--- src/rtl/fpu_addsub_if.sv ---
// rtl/fpu_addsub_if.sv - start/done handshake and operand/result bundle for fpu_addsub
interface fpu_addsub_if #(
  parameter int W = 32
);
  logic         start;
  logic         op;
  logic [W-1:0] op_A_in;
  logic [W-1:0] op_B_in;
  logic         busy;
  logic         done;
  logic [W-1:0] data_out;
  logic [3:0]   status_out;

  modport master (
    output start, op, op_A_in, op_B_in,
    input  busy, done, data_out, status_out
  );

  modport slave (
    input  start, op, op_A_in, op_B_in,
    output busy, done, data_out, status_out
  );
endinterface

--- src/rtl/fpu_addsub.sv ---
// rtl/fpu_addsub.sv - multi-cycle sign/exp/frac adder-subtractor, 4 cycles start to done
// FPU_RNE_EN defined: round-to-nearest-even; undefined: truncation toward zero.
module fpu_addsub #(
  parameter int EXP_W = 6,
  parameter int MAN_W = 25
) (
  input  logic        clock,
  input  logic        reset,
  fpu_addsub_if.slave fpu_io
);
  localparam int W   = 1 + EXP_W + MAN_W;
  localparam int MW  = MAN_W + 4;
  localparam int EW  = EXP_W + 2;
  localparam int LZW = $clog2(MW + 1);
  localparam logic signed [EW-1:0] EXP_TOP = EW'((1 << EXP_W) - 1);
  localparam logic signed [EW-1:0] EXP_ONE = EW'(1);

  typedef enum logic [2:0] {IDLE, ALIGN, ADD, NORM, ROUND} state_t;

  state_t               state_q;
  logic                 l_sign_q, sub_q, res_sign_q, busy_q, done_q;
  logic [EXP_W-1:0]     l_exp_q, exp_diff_q;
  logic [MW-1:0]        l_man_q, s_man_q, norm_man_q;
  logic [MW:0]          sum_q;
  logic signed [EW-1:0] norm_exp_q;
  logic [W-1:0]         data_q;
  logic [3:0]           status_q;

  logic                 l_sign_d, sub_d, res_sign_d;
  logic [EXP_W-1:0]     l_exp_d, exp_diff_d;
  logic [MW-1:0]        l_man_d, s_man_d, align_d, norm_man_d;
  logic [MW:0]          sum_d;
  logic signed [EW-1:0] norm_exp_d;
  logic [W-1:0]         data_d;
  logic [3:0]           status_d;

  logic [EXP_W-1:0]     a_exp, b_exp;
  logic [MAN_W-1:0]     a_frac, b_frac;
  logic                 a_sign, b_sign;
  logic [2*MW-1:0]      s_ext;
  logic [LZW-1:0]       lzc;
  logic                 found;
  logic [MAN_W+1:0]     rnd_man;
  logic [MAN_W-1:0]     fin_frac;
  logic signed [EW-1:0] fin_exp;
  logic                 round_up, inexact;

  // Zero exponent flushes the operand to zero, so its fraction is masked before ordering.
  always_comb begin
    a_sign = fpu_io.op_A_in[W-1];
    b_sign = fpu_io.op_B_in[W-1] ^ fpu_io.op;
    a_exp  = fpu_io.op_A_in[W-2 -: EXP_W];
    b_exp  = fpu_io.op_B_in[W-2 -: EXP_W];
    a_frac = (a_exp != '0) ? fpu_io.op_A_in[MAN_W-1:0] : '0;
    b_frac = (b_exp != '0) ? fpu_io.op_B_in[MAN_W-1:0] : '0;
    sub_d  = a_sign ^ b_sign;
    if ({a_exp, a_frac} >= {b_exp, b_frac}) begin
      l_sign_d   = a_sign;
      l_exp_d    = a_exp;
      l_man_d    = {|a_exp, a_frac, 3'b000};
      s_man_d    = {|b_exp, b_frac, 3'b000};
      exp_diff_d = a_exp - b_exp;
    end else begin
      l_sign_d   = b_sign;
      l_exp_d    = b_exp;
      l_man_d    = {|b_exp, b_frac, 3'b000};
      s_man_d    = {|a_exp, a_frac, 3'b000};
      exp_diff_d = b_exp - a_exp;
    end
  end

  // Shifts of MW-1 or more leave only the sticky bit, which falls out of the same expression.
  always_comb begin
    s_ext   = {s_man_q, {MW{1'b0}}} >> exp_diff_q;
    align_d = s_ext[2*MW-1:MW] | {{(MW-1){1'b0}}, |s_ext[MW-1:0]};
  end

  always_comb begin
    sum_d      = sub_q ? ({1'b0, l_man_q} - {1'b0, s_man_q})
                       : ({1'b0, l_man_q} + {1'b0, s_man_q});
    res_sign_d = (sum_d != '0) & l_sign_q;
  end

  always_comb begin
    lzc   = '0;
    found = 1'b0;
    for (int i = MW - 1; i >= 0; i--) begin
      if (!found) begin
        if (sum_q[i]) found = 1'b1;
        else          lzc   = lzc + LZW'(1);
      end
    end
    if (sum_q[MW]) begin
      norm_man_d = {sum_q[MW:2], |sum_q[1:0]};
      norm_exp_d = {2'b00, l_exp_q} + EW'(1);
    end else begin
      norm_man_d = sum_q[MW-1:0] << lzc;
      norm_exp_d = {2'b00, l_exp_q} - {{(EW-LZW){1'b0}}, lzc};
    end
  end

  // norm_man_q holds {hidden, frac, G, R, S}.
  always_comb begin
    inexact = |norm_man_q[2:0];
`ifdef FPU_RNE_EN
    round_up = norm_man_q[2] & (norm_man_q[1] | norm_man_q[0] | norm_man_q[3]);
`else
    round_up = 1'b0;
`endif
    rnd_man = {1'b0, norm_man_q[MW-1:3]} + {{(MAN_W+1){1'b0}}, round_up};
    if (rnd_man[MAN_W+1]) begin
      fin_frac = rnd_man[MAN_W:1];
      fin_exp  = norm_exp_q + EW'(1);
    end else begin
      fin_frac = rnd_man[MAN_W-1:0];
      fin_exp  = norm_exp_q;
    end
    if (norm_man_q == '0) begin
      data_d   = '0;
      status_d = 4'b0001;
    end else if (fin_exp > EXP_TOP) begin
      data_d   = {res_sign_q, {(W-1){1'b1}}};
      status_d = 4'b1010;
    end else if (fin_exp < EXP_ONE) begin
      data_d   = {res_sign_q, {(W-1){1'b0}}};
      status_d = 4'b0111;
    end else begin
      data_d   = {res_sign_q, fin_exp[EXP_W-1:0], fin_frac};
      status_d = {2'b00, inexact, 1'b0};
    end
  end

  always_ff @(posedge clock or negedge reset) begin
    if (!reset) begin
      state_q    <= IDLE;
      l_sign_q   <= 1'b0;
      sub_q      <= 1'b0;
      res_sign_q <= 1'b0;
      busy_q     <= 1'b0;
      done_q     <= 1'b0;
      l_exp_q    <= '0;
      exp_diff_q <= '0;
      l_man_q    <= '0;
      s_man_q    <= '0;
      norm_man_q <= '0;
      sum_q      <= '0;
      norm_exp_q <= '0;
      data_q     <= '0;
      status_q   <= '0;
    end else begin
      done_q <= 1'b0;
      case (state_q)
        IDLE: begin
          if (fpu_io.start) begin
            l_sign_q   <= l_sign_d;
            sub_q      <= sub_d;
            l_exp_q    <= l_exp_d;
            l_man_q    <= l_man_d;
            s_man_q    <= s_man_d;
            exp_diff_q <= exp_diff_d;
            busy_q     <= 1'b1;
            state_q    <= ALIGN;
          end
        end
        ALIGN: begin
          s_man_q <= align_d;
          state_q <= ADD;
        end
        ADD: begin
          sum_q      <= sum_d;
          res_sign_q <= res_sign_d;
          state_q    <= NORM;
        end
        NORM: begin
          norm_man_q <= norm_man_d;
          norm_exp_q <= norm_exp_d;
          state_q    <= ROUND;
        end
        ROUND: begin
          data_q   <= data_d;
          status_q <= status_d;
          done_q   <= 1'b1;
          busy_q   <= 1'b0;
          state_q  <= IDLE;
        end
        default: state_q <= IDLE;
      endcase
    end
  end

  assign fpu_io.busy       = busy_q;
  assign fpu_io.done       = done_q;
  assign fpu_io.data_out   = data_q;
  assign fpu_io.status_out = status_q;
endmodule

--- src/flat_wrapper.sv ---
// flat-port wrapper written by rule: the top's interface ports become plain ports
module fpu_addsub_flat 
#(
  parameter int EXP_W = 6,
  parameter int MAN_W = 25
)
  (clock, reset, fpu_io_start, fpu_io_op, fpu_io_op_A_in, fpu_io_op_B_in, fpu_io_busy, fpu_io_done, fpu_io_data_out, fpu_io_status_out);
  fpu_addsub_if #(.W(32)) fpu_io_i ();
  input  logic clock;
  input  logic reset;
  input wire logic [$bits(fpu_io_i.start)-1:0] fpu_io_start;
  input wire logic [$bits(fpu_io_i.op)-1:0] fpu_io_op;
  input wire logic [$bits(fpu_io_i.op_A_in)-1:0] fpu_io_op_A_in;
  input wire logic [$bits(fpu_io_i.op_B_in)-1:0] fpu_io_op_B_in;
  output wire logic [$bits(fpu_io_i.busy)-1:0] fpu_io_busy;
  output wire logic [$bits(fpu_io_i.done)-1:0] fpu_io_done;
  output wire logic [$bits(fpu_io_i.data_out)-1:0] fpu_io_data_out;
  output wire logic [$bits(fpu_io_i.status_out)-1:0] fpu_io_status_out;
  assign fpu_io_i.start = fpu_io_start;
  assign fpu_io_i.op = fpu_io_op;
  assign fpu_io_i.op_A_in = fpu_io_op_A_in;
  assign fpu_io_i.op_B_in = fpu_io_op_B_in;
  assign fpu_io_busy = fpu_io_i.busy;
  assign fpu_io_done = fpu_io_i.done;
  assign fpu_io_data_out = fpu_io_i.data_out;
  assign fpu_io_status_out = fpu_io_i.status_out;
  fpu_addsub #(.EXP_W(EXP_W), .MAN_W(MAN_W)) u_core (.clock(clock), .reset(reset), .fpu_io(fpu_io_i));
endmodule
--- config.mk ---
export PLATFORM = sky130hd
export DESIGN_NAME = fpu_addsub_flat
export DESIGN_NICKNAME = d
export VERILOG_FILES = /design/src/rtl/fpu_addsub_if.sv /design/src/rtl/fpu_addsub.sv /design/src/flat_wrapper.sv
export SDC_FILE = /design/constraint.sdc
export NUM_CORES = 1
export LEC_CHECK = 0
export CELL_PAD_IN_SITES_DETAIL_PLACEMENT = 1
export CELL_PAD_IN_SITES_GLOBAL_PLACEMENT = 1
export CORE_UTILIZATION = 42
export DETAILED_ROUTE_END_ITERATION = 12
export PLACE_DENSITY = 0.77
export SETUP_SLACK_MARGIN = 0.4
export SLEW_MARGIN = 20
export SYNTH_ARGS = -nofsm -noshare
export SYNTH_HDL_FRONTEND = slang
export SYNTH_SLANG_ARGS = --single-unit
--- constraint.sdc ---
create_clock -name clock -period 13.08 [get_ports clock]
set_clock_uncertainty 0.1 [all_clocks]
set_input_delay 1.308 -clock clock [delete_from_list [all_inputs] [get_ports clock]]
set_output_delay 1.308 -clock clock [all_outputs]
set_load 0.05 [all_outputs]
==> results by group, run 1 <==
Die
  – Initial Util: 0.429
  – Rows: 73
  – Die H: between 200 and 250 µm
  – Io pins: 106
  – Die area: around 42000 µm²
  – Horiz. Die Dim: 204 µm
  – Core ar.: 40100 µm²

Detailed routing
  – DRC viols: 0
  – Vias post-DR: 17578
  – Antenna-violating nets left: 0
  – Detailed-router iteration count before antenna repair: 5
  – DRT iter0 DRCs: about 990
  – Final wirelength: approximately 65000 µm
  – Via-to-Cell Ratio: 6.18
  – DR WL/cell: ~23 µm

Logic synthesis
  – Post-synth EDFFs: 0
  – Compound-Gate Fraction of Synth Area: 0.227
  – Synth top area share: 0.259
  – Simple-gate share of the synthesized area: 0.227
  – Synth area leader: dfrtp_1
  – Main flop type after synthesis: dfrtp_1
  – Net Count, Synth: 2361
  – Register bit count reported by yosys: 178
  – Main combinational cell family by area after synthesis: compound AO/OA/AOI/OAI gates
  – Mux contribution to synthesized area: 0.0913
  – Async set-reset flop share out of synthesis: 1.00
  – Synth unique cells: 95
  – Mean post-synth cell area: roughly 7.8 µm²
  – Dominant cells by area after synthesis: dfrtp_1, ha_1, nand2_1, mux2i_1, a21oi_1
  – Synth Cell Area: 17200 µm²
  – Area share of fa/ha/maj cells after synthesis: 0.0742
  – Synth Area in XOR/XNOR: 0.0691
  – Register area share after synthesis: 0.259
  – Synthesis Warnings: 0
  – Syn Inst Count: 2196

Hold path
  – Worst hold stages: 2
  – Worst hold start: u_core.fpu_io.status_out[2]
  – WHS Endpoint: u_core.fpu_io.status_out[2]
  – Hold Path Class: register to register

STA
  – Final min period: around 14000 ps
  – Worst-Margin Slew: ~1200 ps
  – Max Clk Rate: roughly 74 MHz
  – Unrepaired setup endpoints after global routing: yes
  – Final slew viol count: 0
  – Final period utilization: 1.03
  – Setup tns final: -8730 ps
  – Slack of the critical path: -456 ps
  – Final Setup Violations: 34
  – Final hold vios: 0
  – Max-Slew Margin vs Limit: 0.230

Clocking
  – CTS root buf: clkbuf_16
  – Htree depth: 4
  – TritonCTS Buffers: 17
  – Clock latency on the worst-skew pair: 480 ps
  – Sink Count: between 150 and 200
  – Clock transition at path regs: 80 ps
  – CTS hold repair buffers: 0
  – CTS tree: done
  – Max clock buf depth: 2

Layout
  – Area growth, synth to finish: 21.6%
  – Post-route cell area: 20900 µm²
  – Most frequent cells in the layout: nand2_1, nor2_1, dfrtp_1, a21oi_1, buf_4
  – Ant diodes: 0
  – Nets: 2472
  – Share of post-route cells with drive strength above 1: 0.174
  – Fill count: 4798
  – Commonest non-fill, non-tap cell in the layout: nand2_1
  – Finished Layout Cells: 2845

Worst setup path
  – Crit-path slowest cell: dfrtp_1
  – Critical Path Start Type: register
  – Worst flop-to-flop path endpoint: u_core.norm_man_q[18]
  – R2r setup slk: -460 ps
  – CP required: 13350 ps
  – WS Path Type: register to register
  – Setup crit end kind: register
  – Cell mode on critical path: ha_1
  – Worst-path maximum fanout: 6
  – Worst r2r path cells: 75
  – CP startpoint: u_core.sum_q[28]
  – CP peak stage delay: roughly 420 ps
  – Critical R2R Launch: u_core.sum_q[28]
  – Critical path arrival: ~14000 ps

Global route
  – Antenna violations before repair: 0
  – First-pass GRT wire length: 100000 µm
  – Vias in the first global route: 17915
  – GRT Overall Usage: 0.306
  – Largest net degree at the start of global routing: 104
  – Global route overflow: 0

Placed design
  – Placed Cells: 2768
  – Pre-CTS WS: -739 ps
  – PortBufs: 105
  – Placer Congestion: 0.961
  – Placed cell areas: 19100 µm²
  – Detailed placement HPWL: 47800 µm

Run status
  – Status: finished, violations left
  – Failing checks: negative setup slack

Run
  – Max Cap Violations: 0
-- worst max-delay path, delay by kind of cell (launching register included) --
| kind | cells | cell delay (ps) |
|---|---|---|
| adder cells (fa/ha/maj) | 14 | 3660 |
| AO/OA/AOI/OAI | 21 | 3380 |
| AND/OR/NAND/NOR | 22 | 2420 |
| multiplexers | 9 | 1960 |
| buffers and inverters | 7 | 1010 |
| XOR/XNOR | 2 | 440 |
| flip-flops | 1 | 420 |
-- Yosys cell counts (7+ instances only) --
cell type  number
o22ai_2         7
a221oi_1        7
o221ai_1       10
nor2b_1        29
buf_1          17
o21bai_1       11
o31ai_1        10
mux2_2         30
and3_1         12
a22oi_1        22
or2_2          12
nand4_1        19
a31oi_1        55
o21a_1         21
a221o_1        35
nand3_1        62
o22ai_1         8
ha_1           94
a21oi_1       165
mux4_2         12
nor4_1         33
o21ai_0       150
nor3_1         58
mux2i_1        94
nand2_1       282
a21o_1         23
nor2_1        206
xor2_1         24
nand2b_1       22
clkbuf_1      127
and2_1         26
dfrtp_1       178
a211oi_1       17
nor3b_1         8
o211ai_1        7
or3_1          13
inv_1          78
buf_2          10
xnor2_1        81
-- metrics by stage --
stage | hold slack, ps | utilization
floorplan | 349 | -
global placement | 361 | 0.477
detailed placement | 369 | 0.477
CTS | 384 | 0.511
global route | 416 | 0.522
finish | 381 | 0.522
-- what timing repair did --
action | CTS | global route
setup buffers | 31 | 13
gates cloned | 1 | 0
resized for setup | 132 | 66
endpoints found under the setup margin | 36 | 36
pin swaps | 82 | 51
-- sequential cells by signal, summed over array words and instances (netlist names), 3 cells and up --
name	flops
u_core.s_man_q	29
u_core.fpu_io.status_out	4
u_core.state_q	3
u_core.exp_diff_q	6
u_core.l_exp_q	6
u_core.fpu_io.data_out	32
u_core.sum_q	30
u_core.norm_exp_q	8
u_core.l_man_q	26
u_core.norm_man_q	29
-- worst max-delay path by stage --
stage                                        to  slack (ps)
after floorplan            u_core.norm_exp_q[5]         400
after global placement    u_core.norm_man_q[10]        -100
after detailed placement  u_core.norm_man_q[10]        -740
after CTS                 u_core.norm_man_q[27]         -90
after global routing      u_core.norm_man_q[18]       -1020
final                     u_core.norm_man_q[18]        -460
-- metal layers --
layer,vias up,track usage,share of wire
met1,8832,0.384,0.43
met2,475,0.541,0.50
met4,0,0.114,0.037
met3,125,0.0271,0.034
met5,-,0,0
li1,8146,-,-
-- cells by family after synthesis --
logic type	after synthesis
compound gates	607
xor+xnor	117
fa+ha+maj	101
buf+inv	236
flops	178
mux	138
simple gates	819
-- area by class of cell --
cell class	count	area [µm²]	share of cell area
Inverter	81	307	0.0146
Multi-Input combinational cell	1782	12700	0.607
Sequential cell	178	4460	0.213
Tap cell	525	657	0.0314
Clock buffer	18	439	0.0210
Timing Repair Buffer	247	2210	0.106
Clock inverter	14	163	0.00777
Power of run 1 is not shown: default switching activity piles up to over one toggle a cycle in this logic, so the estimate is an artifact.
==> run 2: changes to the inputs <==
- ABC_AREA: unset -> 1
- CORE_UTILIZATION: 42 -> 40
==> run 2 against run 1 <==
  * The flow now finishes without violations
  * Cell count increased by 11%
  * Via count increased by 1.3%
  * Utilization decreased by 5.8 points
  * Maximum frequency increased by 13%
  * Area after synthesis decreased by 2.4%
  * Sequential cell count unchanged
  * Wire length decreased by 2.1%
  * Synthesized cell count increased by 17%
  * Sequential share of layout area increased by 2.1 points
  * Critical path depth increased by 10
==> results by group, run 2 <==
Clocking
  – Clock latency on the worst-skew pair: 470 ps (about the same)
  – TritonCTS Buffers: 17 (unchanged)
  – CTS hold repair buffers: 0 (unchanged)
  – Sink Count: 178 (unchanged)
  – CTS root buf: clkbuf_16
  – Clock transition at path regs: 80 ps (about the same)
  – Htree depth: 4 (unchanged)
  – CTS tree: done
  – Max clock buf depth: 2 (unchanged)

Detailed routing
  – Met3 routed WL: 2030 µm (-7.1%)
  – Final wirelength: 63400 µm (-2.1%)
  – Top routing layer in use: met4
  – WL met2: 31000 µm (-4.1%)
  – DRT iter0 DRCs: 956 (-3.1%)
  – Via-to-Cell Ratio: 5.63 (-8.9%)
  – Met1 wire length: 27600 µm (-0.96%)
  – Antenna-violating nets left: 0 (unchanged)
  – Detailed-router iteration count before antenna repair: 7 (+2)
  – DR WL/cell: 20.0 µm (-12%)
  – DRC viols: 0 (unchanged)
  – Vias post-DR: 17802 (+1.3%)

Hold path
  – WHS Endpoint: u_core.fpu_io.status_out[3]
  – Worst hold start: u_core.fpu_io.status_out[3]
  – Worst hold stages: 2 (unchanged)
  – Hold Path Class: register to register

Worst setup path
  – Crit-path slowest cell: dfrtp_1
  – Critical Path Start Type: register
  – Worst flop-to-flop path endpoint: u_core.norm_exp_q[5]
  – CP peak stage delay: 430 ps (about the same)
  – Setup crit end kind: register
  – WS Path Type: register to register
  – Worst r2r path cells: 85 (+13%)
  – Critical R2R Launch: u_core.sum_q[26]
  – Cell mode on critical path: nand2_1
  – CP required: 13320 ps (-30 ps)
  – Critical path arrival: 12170 ps (-1630 ps)
  – R2r setup slk: 1150 ps (+1610 ps)
  – Worst-path maximum fanout: 4 (-2)

STA
  – Fin Hold WS: 382 ps (+0.693 ps)
  – Final slew viol count: 0 (unchanged)
  – Final hold vios: 0 (unchanged)
  – Final min period: 11930 ps (-1610 ps)
  – Setup tns final: 0 ps (+8730 ps)
  – Max-Slew Margin vs Limit: 0.259 (+0.0294)
  – Final Setup Violations: 0 (-100%)
  – Unrepaired setup endpoints after global routing: no
  – Final period utilization: 0.912 (-0.123)
  – Max Clk Rate: 83.8 MHz (+13%)
  – Worst-Margin Slew: 1110 ps (-45.3 ps)
  – Slack of the critical path: 1150 ps (+1610 ps)

Logic synthesis
  – Net Count, Synth: 2730 (+16%)
  – Mean post-synth cell area: 6.54 µm² (-16%)
  – Async set-reset flop share out of synthesis: 1.00 (unchanged)
  – Synth top area share: 0.265 (+0.00646)
  – Register bit count reported by yosys: 178 (unchanged)
  – Commonest cells in the netlist: nand2_1, inv_1, o21ai_0, nor2_1, nand3_1
  – Syn Inst Count: 2565 (+17%)
  – Post-synth EDFFs: 0 (unchanged)
  – Register area share after synthesis: 0.265 (+0.00646)
  – Most numerous cell in the Yosys netlist: nand2_1
  – Synth unique cells: 64 (-33%)
  – Synth Cell Area: 16800 µm² (-2.4%)
  – Synthesis Warnings: 0 (unchanged)
  – Main flop type after synthesis: dfrtp_1
  – Dominant cells by area after synthesis: dfrtp_1, nand2_1, o21ai_0, ha_1, inv_1
  – Synth area leader: dfrtp_1

Placed design
  – Pre-CTS WS: 205 ps (+944 ps)
  – Placer Congestion: 0.960 (about the same)
  – Detailed placement HPWL: 50300 µm (+5.3%)
  – PortBufs: 105 (unchanged)

Die
  – Die H: 207 µm (+1.2%)
  – Core ar.: 41100 µm² (+2.5%)
  – Rows: 74 (+1.4%)
  – Initial Util: 0.408 (-0.0208)
  – Die area: 42800 µm² (+2.4%)
  – Io pins: 106 (unchanged)
  – Horiz. Die Dim: 207 µm (+1.2%)

Layout
  – Largest register FFs: 32 (unchanged)
  – Commonest non-fill, non-tap cell in the layout: nand2_1
  – Nets: 2783 (+13%)
  – Area growth, synth to finish: 13.7%
  – Most frequent cells in the layout: nand2_1, inv_1, o21ai_0, nor2_1, nand3_1
  – Ant diodes: 0 (unchanged)
  – Share of post-route cells with drive strength above 1: 0.0726 (-0.102)

Global route
  – GRT Overall Usage: 0.298 (-0.00789)
  – Global route overflow: 0 (unchanged)
  – Largest net degree at the start of global routing: 109 (+4.8%)
  – First-pass GRT wire length: 98800 µm (-1.2%)
  – Antenna violations before repair: 0 (unchanged)
  – Vias in the first global route: 18082 (+0.93%)

Run
  – Max Cap Violations: 0 (unchanged)

Run status
  – Status: complete, no violations
==> run 2: changes by cell type after synthesis, moves of 29 or more <==
cell / previous run / this run
nor3_1: 58 / 27
a221o_1: 35 / 0
clkbuf_1: 127 / 85
a31oi_1: 55 / 17
mux2i_1: 94 / 19
o21ai_0: 150 / 272
nor2b_1: 29 / 0
nand2_1: 282 / 639
xnor2_1: 81 / 22
mux2_2: 30 / 0
xor2_1: 24 / 62
inv_1: 78 / 309
nand3_1: 62 / 182
==> run 2: what timing repair did <==
item / CTS / global route
buffers inserted: 1 / 16
gates resized for setup: 11 / 42
pin swaps: 3 / 41
setup endpoints to repair: 22 / 36
gates cloned: 0 / 0
==> run 2: kinds of logic (layout without fill, tap and decap cells) <==
| group | Yosys count | after routing | synth area share |
|---|---|---|---|
| muxes | 19 | 19 | 0.0113 |
| xor gates and xnor gates | 84 | 84 | 0.0438 |
| AOI/OAI and AO/OA | 600 | 600 | 0.201 |
| adders and majority gates | 97 | 97 | 0.0736 |
| and+or+nand+nor | 1142 | 1142 | 0.301 |
| DFF | 178 | 178 | 0.265 |
| buffers and inverters | 445 | 511 | 0.104 |
==> run 2: final cells by class <==
class                   instances  area [µm²]
well taps                     532         666
multi-input cells            1942       10800
repair buffers                144        1350
clock buffers                  18         439
clock inverters                14         121
fillers                      5466       22000
inverters                     335        1270
flip-flops and latches        178        4460
==> run 2: worst max-delay path by stage <==
stage | cells past startpoint | startpoint | endpoint | slack, ps
after global routing | 85 | u_core.sum_q[26] | u_core.norm_exp_q[5] | 220
after global placement | 86 | u_core.sum_q[26] | u_core.norm_exp_q[5] | 840
after CTS | 84 | u_core.sum_q[26] | u_core.norm_exp_q[6] | 420
final | 85 | u_core.sum_q[26] | u_core.norm_exp_q[5] | 1150
after detailed placement | 84 | u_core.sum_q[26] | u_core.norm_exp_q[6] | 210
after floorplan | 85 | u_core.sum_q[26] | u_core.norm_exp_q[5] | 1380
==> run 2: metrics by stage <==
step           cell area [µm²]   util  std cells
6_report                 19100  0.464       3163
5_1_grt                  19100  0.464       3163
4_1_cts                  18800  0.458       3147
3_5_place_dp             18200  0.443       3114
3_3_place_gp             18200  0.443       3114
2_1_floorplan            16800      -       2565
==> run 2: critical path, delay by kind of cell (launching register included) <==
family | cells | cell delay, ps
compound gates | 19 | 2380
xor+xnor | 3 | 460
fa+ha+maj | 14 | 3720
buf+inv | 9 | 620
flops | 1 | 430
simple gates | 40 | 4080
==> run 2: routing by layer <==
layer,GRT usage,up-vias
met5,0,-
met4,0.130,0
met3,0.0297,97
met2,0.516,389
met1,0.374,8717
li1,-,8599
Power of run 2 is left out for the same reason.
